===== src/rtl/dcache_wb.sv =====
// dcache_wb: direct-mapped, write-back, write-allocate data cache with
// zero-latency load hits and single-line refill/writeback to memory.
//
// Ports
//   clk, rst      : clock, asynchronous active-low reset
//   Address       : byte address {tag, index, word, byte}
//   WriteDataM    : store data (byte stores use bits [7:0])
//   ReadEnable    : load request (wins over WriteEnable)
//   WriteEnable   : store request
//   ByteAddress   : 1 = byte access, 0 = word access
//   Value         : load result (combinational on a hit)
//   CacheStall    : hold request to the pipeline
//   MemRead       : line refill request
//   MemWrite      : line writeback request
//   AMem          : line address {tag, index} for the memory request
//   WriteLine     : victim line data for writeback
//   MemLine       : refill line data
//   MemReady      : memory completion, only looked at during WB/FILL
module dcache_wb #(
    parameter int WORD_W         = 32,
    parameter int ADDR_W         = 32,
    parameter int WORDS_PER_LINE = 4,
    parameter int NUM_LINES      = 4,
    localparam int BO     = $clog2(WORD_W / 8),
    localparam int WO     = $clog2(WORDS_PER_LINE),
    localparam int IX     = $clog2(NUM_LINES),
    localparam int LINE_W = WORD_W * WORDS_PER_LINE,
    localparam int LA_W   = ADDR_W - BO - WO
) (
    input  logic              clk,
    input  logic              rst,
    input  logic [ADDR_W-1:0] Address,
    input  logic [WORD_W-1:0] WriteDataM,
    input  logic              ReadEnable,
    input  logic              WriteEnable,
    input  logic              ByteAddress,
    output logic [WORD_W-1:0] Value,
    output logic              CacheStall,
    output logic              MemRead,
    output logic              MemWrite,
    output logic [LA_W-1:0]   AMem,
    output logic [LINE_W-1:0] WriteLine,
    input  logic [LINE_W-1:0] MemLine,
    input  logic              MemReady
);

    localparam int TAG_W = LA_W - IX;
    localparam int BPW   = WORD_W / 8;

    typedef enum logic [1:0] {IDLE, WB, FILL} state_t;

    state_t state;

    // Storage: data and tags carry no reset, only valid/dirty do.
    logic [LINE_W-1:0]    data_q [NUM_LINES];
    logic [TAG_W-1:0]     tag_q  [NUM_LINES];
    logic [NUM_LINES-1:0] valid_q;
    logic [NUM_LINES-1:0] dirty_q;

    // Line address of the missing request, captured when the miss is taken
    // so that the refill lands correctly even if the inputs wander.
    logic [LA_W-1:0] req_la;

    // Address fields
    logic [TAG_W-1:0] a_tag;
    logic [IX-1:0]    a_ix;
    logic [WO-1:0]    a_word;
    logic [BO-1:0]    a_byte;

    assign a_byte = Address[BO-1:0];
    assign a_word = Address[BO +: WO];
    assign a_ix   = Address[BO+WO +: IX];
    assign a_tag  = Address[ADDR_W-1 -: TAG_W];

    logic [IX-1:0]    fill_ix;
    logic [TAG_W-1:0] fill_tag;

    assign fill_ix  = req_la[IX-1:0];
    assign fill_tag = req_la[LA_W-1:IX];

    logic hit, req, is_store, st_hit, miss;

    assign hit      = valid_q[a_ix] && (tag_q[a_ix] == a_tag);
    assign req      = ReadEnable || WriteEnable;
    assign is_store = WriteEnable && !ReadEnable;
    assign st_hit   = (state == IDLE) && is_store && hit;
    assign miss     = (state == IDLE) && req && !hit;

    assign CacheStall = (state != IDLE) || (req && !hit);

    // Load path: read the indexed line and pick word / byte lane.
    logic [LINE_W-1:0] line_rd;
    logic [WORD_W-1:0] word_rd;
    logic [7:0]        byte_rd;

    always_comb begin
        line_rd = data_q[a_ix];
        word_rd = line_rd[int'(a_word) * WORD_W +: WORD_W];
        byte_rd = word_rd[int'(a_byte) * 8 +: 8];
        Value   = ByteAddress ? WORD_W'(byte_rd) : word_rd;
    end

    // Store path: a byte store replicates the low byte and enables one lane.
    logic [WORD_W-1:0] st_data;
    logic [BPW-1:0]    st_be;

    always_comb begin
        st_data = ByteAddress ? {BPW{WriteDataM[7:0]}} : WriteDataM;
        st_be   = ByteAddress ? (BPW'(1) << a_byte) : '1;
    end

    // Data and tag arrays. Refill and store hit are mutually exclusive
    // because a store hit only happens in IDLE.
    always_ff @(posedge clk) begin
        if (state == FILL && MemReady) begin
            data_q[fill_ix] <= MemLine;
            tag_q[fill_ix]  <= fill_tag;
        end else if (st_hit) begin
            for (int b = 0; b < BPW; b++) begin
                if (st_be[b])
                    data_q[a_ix][int'(a_word) * WORD_W + b * 8 +: 8] <= st_data[b * 8 +: 8];
            end
        end
    end

    // Control FSM with registered memory-side outputs.
    always_ff @(posedge clk or negedge rst) begin
        if (!rst) begin
            state     <= IDLE;
            MemRead   <= 1'b0;
            MemWrite  <= 1'b0;
            valid_q   <= '0;
            dirty_q   <= '0;
            AMem      <= '0;
            WriteLine <= '0;
            req_la    <= '0;
        end else begin
            case (state)
                IDLE: begin
                    if (st_hit)
                        dirty_q[a_ix] <= 1'b1;
                    if (miss) begin
                        req_la <= Address[ADDR_W-1:BO+WO];
                        if (valid_q[a_ix] && dirty_q[a_ix]) begin
                            state     <= WB;
                            MemWrite  <= 1'b1;
                            AMem      <= {tag_q[a_ix], a_ix};
                            WriteLine <= data_q[a_ix];
                        end else begin
                            state   <= FILL;
                            MemRead <= 1'b1;
                            AMem    <= Address[ADDR_W-1:BO+WO];
                        end
                    end
                end
                WB: begin
                    if (MemReady) begin
                        // Victim and new line share the index.
                        MemWrite         <= 1'b0;
                        dirty_q[fill_ix] <= 1'b0;
                        MemRead          <= 1'b1;
                        AMem             <= req_la;
                        state            <= FILL;
                    end
                end
                FILL: begin
                    if (MemReady) begin
                        MemRead          <= 1'b0;
                        valid_q[fill_ix] <= 1'b1;
                        dirty_q[fill_ix] <= 1'b0;
                        state            <= IDLE;
                    end
                end
                default: state <= IDLE;
            endcase
        end
    end

endmodule


===== config.mk =====
export PLATFORM = sky130hd
export DESIGN_NAME = dcache_wb
export DESIGN_NICKNAME = d
export VERILOG_FILES = /design/src/rtl/dcache_wb.sv
export SDC_FILE = /design/constraint.sdc
export NUM_CORES = 1
export LEC_CHECK = 0
export ABC_AREA = 1
export BUFFER_PORTS_ARGS = -buffer_cell sky130_fd_sc_hd__buf_4
export CORE_MARGIN = 4
export CORE_UTILIZATION = 30
export DETAILED_ROUTE_END_ITERATION = 10
export SYNTH_ARGS = -nofsm -noshare
export SYNTH_HDL_FRONTEND = slang
export SYNTH_SLANG_ARGS = --single-unit

===== constraint.sdc =====
create_clock -name clk -period 4.2 [get_ports clk]
set_input_delay 0.84 -clock clk [delete_from_list [all_inputs] [get_ports clk]]
set_output_delay 0.84 -clock clk [all_outputs]
set_load 0.02 [all_outputs]

* Word level (Yosys, flattened, before mapping) *
Memory sizes are Yosys's and may differ from the RTL's.
Cells that the tools add are included.
W data, S select, Z words.

word-level totals
  bits in writable memories = 616
  memories kept = 2
  register bits after elaboration = 196
  logic and storage cells = 896
  output and inout bits = 191

cells by class
  magnitude comparators = 4
  equality and inequality tests = 10
  reductions and logical operators = 30
  multiplexer cells = 436
  add/subtract/negate cells = 7
  shift operators = 11
  bitwise gates (word level) = 388

memories
  name    depth  width  rd ports  clocked after Yosys merged registers in  write ports  line  RTL
  data_q  4      128    1         0                                        1            55    logic [LINE_W-1:0] data_q [NUM_LINES];
  tag_q   4      26     1         0                                        1            56    logic [TAG_W-1:0] tag_q [NUM_LINES];

operator list
  kind                        count
  $mux W128                   6
  $shift A8 B33 Y128 const A  4
  $shiftx A8 B33 Y128         4
  $mux W1                     408
  $or A1 B1 Y1                384
  $reduce_or A128 Y1          1
  $shiftx A128 B8 Y32         1
  $neg A8 Y33                 3
  $mux W28                    3
  $mux W32                    2
  $pmux W28 S2                1
  $neg A7 Y33                 1
  $shiftx A32 B6 Y8           1
  $eq A26 B26 Y1              1
  $add A7 B5 Y8 const B       2
  $mux W4                     3
  $reduce_and A3 Y1           4
  $logic_and A1 B1 Y1         11
  $mux W2                     5
  $ne A2 B2 Y1 const B        5
  $add A7 B4 Y8 const B       1
  $or A4 B4 Y4                2
  $pmux W4 S2                 1
  $lt A2 B3 Y1 const B        2
  21 further kinds            30

* Logic depth before layout (Yosys ltp) *
  depth in word-level cells = 12
  gate-level depth with buffers = 23
  mapped depth without buffers = 21

* Worst setup path before layout *
No wires, ideal clock.

  kind = input -> output
  start = input port Address[4]
  end = output port Value[6]
  buffers on the path = 6
  cell stages on the path = 13
  arrival = 3,064 ps
  setup slack = 296 ps
  cells stage by stage = buf_6 -> buf_6 -> buf_6 -> nor2_2 -> clkbuf_1 -> clkbuf_1 -> buf_2 -> nand2_1 -> nand3_1 -> nor2_1 -> o22ai_1 -> a21oi_1 -> o21ai_0

between the ends
  cells in the longest elaborated chain, start to end = 4

RTL lines
  item                   line  RTL
  from (decl)            32    input logic [ADDR_W-1:0] Address,
  $mem_v2 Z4 W128 *      --
  $shiftx A128 B8 Y32 *  98    word_rd = line_rd[int'(a_word) * WORD_W +: WORD_W];
  $shiftx A32 B6 Y8      99    byte_rd = word_rd[int'(a_byte) * 8 +: 8];
  $mux W32 *             100   Value = ByteAddress ? WORD_W'(byte_rd) : word_rd;
  to (decl)              37    output logic [WORD_W-1:0] Value,

Every way passes the cells marked *; elsewhere a longest branch is shown, timed or not.

* Final worst setup path *
  start = input port Address[4]
  end = output port Value[2]

Same word-level chain as after synthesis.

==> results.cfg <==
[global_routing]
grt_pass1_vias = 26700
grt_max_degree = 91
antenna_found_initial = 7
grt-ovfl-total = 0
gr-usage-met3_pct = 4.78
gr-max-usage-layer = met2
grt_use_met1_pct = 30.1
grt.total_usage_pct = 20.8
grt_first_pass_wirelength_um = 188000
grt_use_met2_pct = 31.4

[setup_path]
start_kind = input pin
worst-setup-path-type = input pin to primary output
cp-end-kind = primary output
crit_arrival_ps = 3330
required_ps = 3360
cp_max_fo = 26

[cells_and_area]
final_common_cell = nand2_1
instances_no_fill = 5419
final_cell_mix = 908 x nand2_1, 686 x buf_4, 616 x edfxtp_1
final_layout_size_suffix_gt1_share_pct = 25.6
nNetsFinal = 4027
area_growth_pct = 28.8

[timing]
period_minus_slack_ps = 4170
finalCritPeriodShare_pct = 99.4
finalHoldViolations = 0
setup_viol = 0
slew_violations = 0
skew_ps = 40.9
worst_pin_slew_ps = 1080
rsz0062_at_grt = yes
fmax_mhz = 240
maxSlewHeadroom_pct = 27.8

[detailed_routing]
drt_first_pass_iters = 6
ant_nets = 0
routedWlPerCell_um = 24.4
vias_per_cell = 5.15
drtIter0Drc = 3431
drcViolationCount = 0
vias = 27900
wl_um = 132000

[clock_tree]
cts_tree = yes
clk_latency_ps = 670
cts.sinks = 812
clk_pin_slew_ps = 60
postCtsHoldBufs = 0
cts-root-buf = clkbuf_16
cts_buffers = 89
htree_levels = 3
max-clock-path-buffers = 3

[floorplan]
coreArea_sq_um = 117000
die-height_um = 351
dieWidth_um = 351
start_util_pct = 30.3
top_level_ports = 389
rows = 125
die_area_sq_um = 123000

[synthesis]
synth_edf_count = 616
synth_fp_nets = 3395
yosys.area.top_type = edfxtp_1
synth_top_area_share_pct = 52.3
synth_cells = 3188
synthFlopType = edfxtp_1
syn_avg_cell_area_sq_um = 11.1
synth.distinct_cells = 49
synth_warnings = 0
ys_seq_area_share_pct = 66.2
ys_async_sr_fraction_pct = 24.1
synth_seq_cells = 812
netlist_top_cells_area = edfxtp_1 52%, dfrtp_1 14%, nand2_1 9.7%, a22oi_1 4.2%, nand3_1 3.3%
syn_area_sq_um = 35300

[run_status]
status = finished, final reports clean

[job]
drv_cap = 0

[hold_path]
hold_path.class = input pin to async pin

[place]
dpl.cell_count = 5247
gp_congestion = 0.881
hpwl_um = 97600
numPortBuffers = 388

[power]
p_per_area_nw_per_um2 = 580
max-vdd-ir-drop_uv = 336
total_power_uw = 26400
leakage_uw = 0.0187
==> cell usage after synthesis, types with 7 or more instances <==
library cell / instances
buf_2: 36
o22ai_1: 13
and2_1: 8
a32o_1: 7
buf_4: 12
a22o_1: 7
o21ai_0: 201
a22oi_1: 199
o2111ai_1: 16
inv_1: 90
mux2_2: 75
o21a_1: 15
dfrtp_1: 196
buf_6: 13
o21ai_1: 41
mux2_1: 40
a221oi_1: 7
edfxtp_1: 616
a21oi_1: 58
nand2_1: 911
nand3_1: 234
nor2_1: 201
clkbuf_1: 123
ha_1: 9
buf_1: 8
==> state kept, by name, indices dropped and copies added (netlist names) <==
signal,count
tag_q,104
MemRead,1
state,2
AMem,28
WriteLine,128
valid_q,4
req_la,28
data_q,512
dirty_q,4
MemWrite,1
==> path summary, 6_finish.rpt <==
check                                       startpoint                   endpoint  slack, ps  cells after the start
min in group clk                            Address[7]      req_la[3]$_DFFE_PN0P_        460                      2
worst min-delay path                               rst   WriteLine[8]$_DFFE_PN0P_        250                      1
worst max-delay path                        Address[4]                   Value[2]         30                     14
max in group asynchronous                          rst  WriteLine[98]$_DFFE_PN0P_       3090                      2
worst max register to register  tag_q[2][22]$_DFFE_PP_    data_q[0][48]$_DFFE_PP_        700                     18
worst min register to register  valid_q[3]$_DFFE_PN0P_     valid_q[3]$_DFFE_PN0P_        470                      1
==> per-stage QoR <==
| step | util [%] | instance area (sq um) | TNS (ps) | hold WS (ps) | worst slack [ps] |
|---|---|---|---|---|---|
| global route | 39.1 | 45500 | -207 | 297 | -81.9 |
| CTS | 39.0 | 45400 | 0 | 241 | 3.37 |
| floorplan | - | 35300 | 0 | 440 | 296 |
| finish | 39.1 | 45500 | 0 | 247 | 25.5 |
| global placement | 36.4 | 42400 | -3130 | 452 | -187 |
| detailed placement | 36.4 | 42400 | -3790 | 460 | -228 |
==> where the power goes <==
| part | switching, uW | internal, uW |
|---|---|---|
| clock | 3290 | 4590 |
| sequential | 803 | 10500 |
| combinational | 4510 | 2740 |
| total | 8600 | 17800 |
==> repair_timing <==
item / CTS / global route
pin swaps: 2 / 6
buffers inserted: 0 / 5
endpoints found under the setup margin: 8 / 8
gates cloned: 1 / 0
gates resized for setup: 20 / 21
==> logic make-up (layout without fill, tap and decap cells) <==
logic type / Yosys count / after routing / synth area share [%]
AOI/OAI and AO/OA: 581 / 581 / 10.4
adders and majority gates: 9 / 9 / 0.319
buffers and inverters: 290 / 995 / 3.62
DFF: 812 / 812 / 66.2
muxes: 115 / 115 / 3.66
other: 0 / 2 / 0
and+or+nand+nor: 1381 / 1381 / 15.8
==> area by class of cell <==
cell class | instances | area (sq um)
Tap cell | 1524 | 1910
Sequential cell | 812 | 23400
Clock buffer | 125 | 2490
Timing Repair Buffer | 733 | 6100
Antenna cell | 2 | 5.00
Inverter | 98 | 380
Clock inverter | 39 | 443
Fill cell | 11200 | 71000
Multi-Input combinational cell | 2086 | 10800
==> critical path, stage by stage <==
cell      delay, ps
buf_4           150
buf_4           160
nor2_4          120
buf_12          200
buf_16          210
buf_4           150
a22oi_1          80
nand2_1         140
nand2_1          70
a32o_2          340
o221ai_2        260
buf_4           190
a22o_1          220
buf_4           180
==> routing by layer <==
layer / part of all wire, % / up-vias
met2: 44 / 1435
met5: 0.028 / -
met3: 9.8 / 195
li1: - / 12600
met4: 2.6 / 6
met1: 44 / 13700
Power figures use the tool's default switching activity.
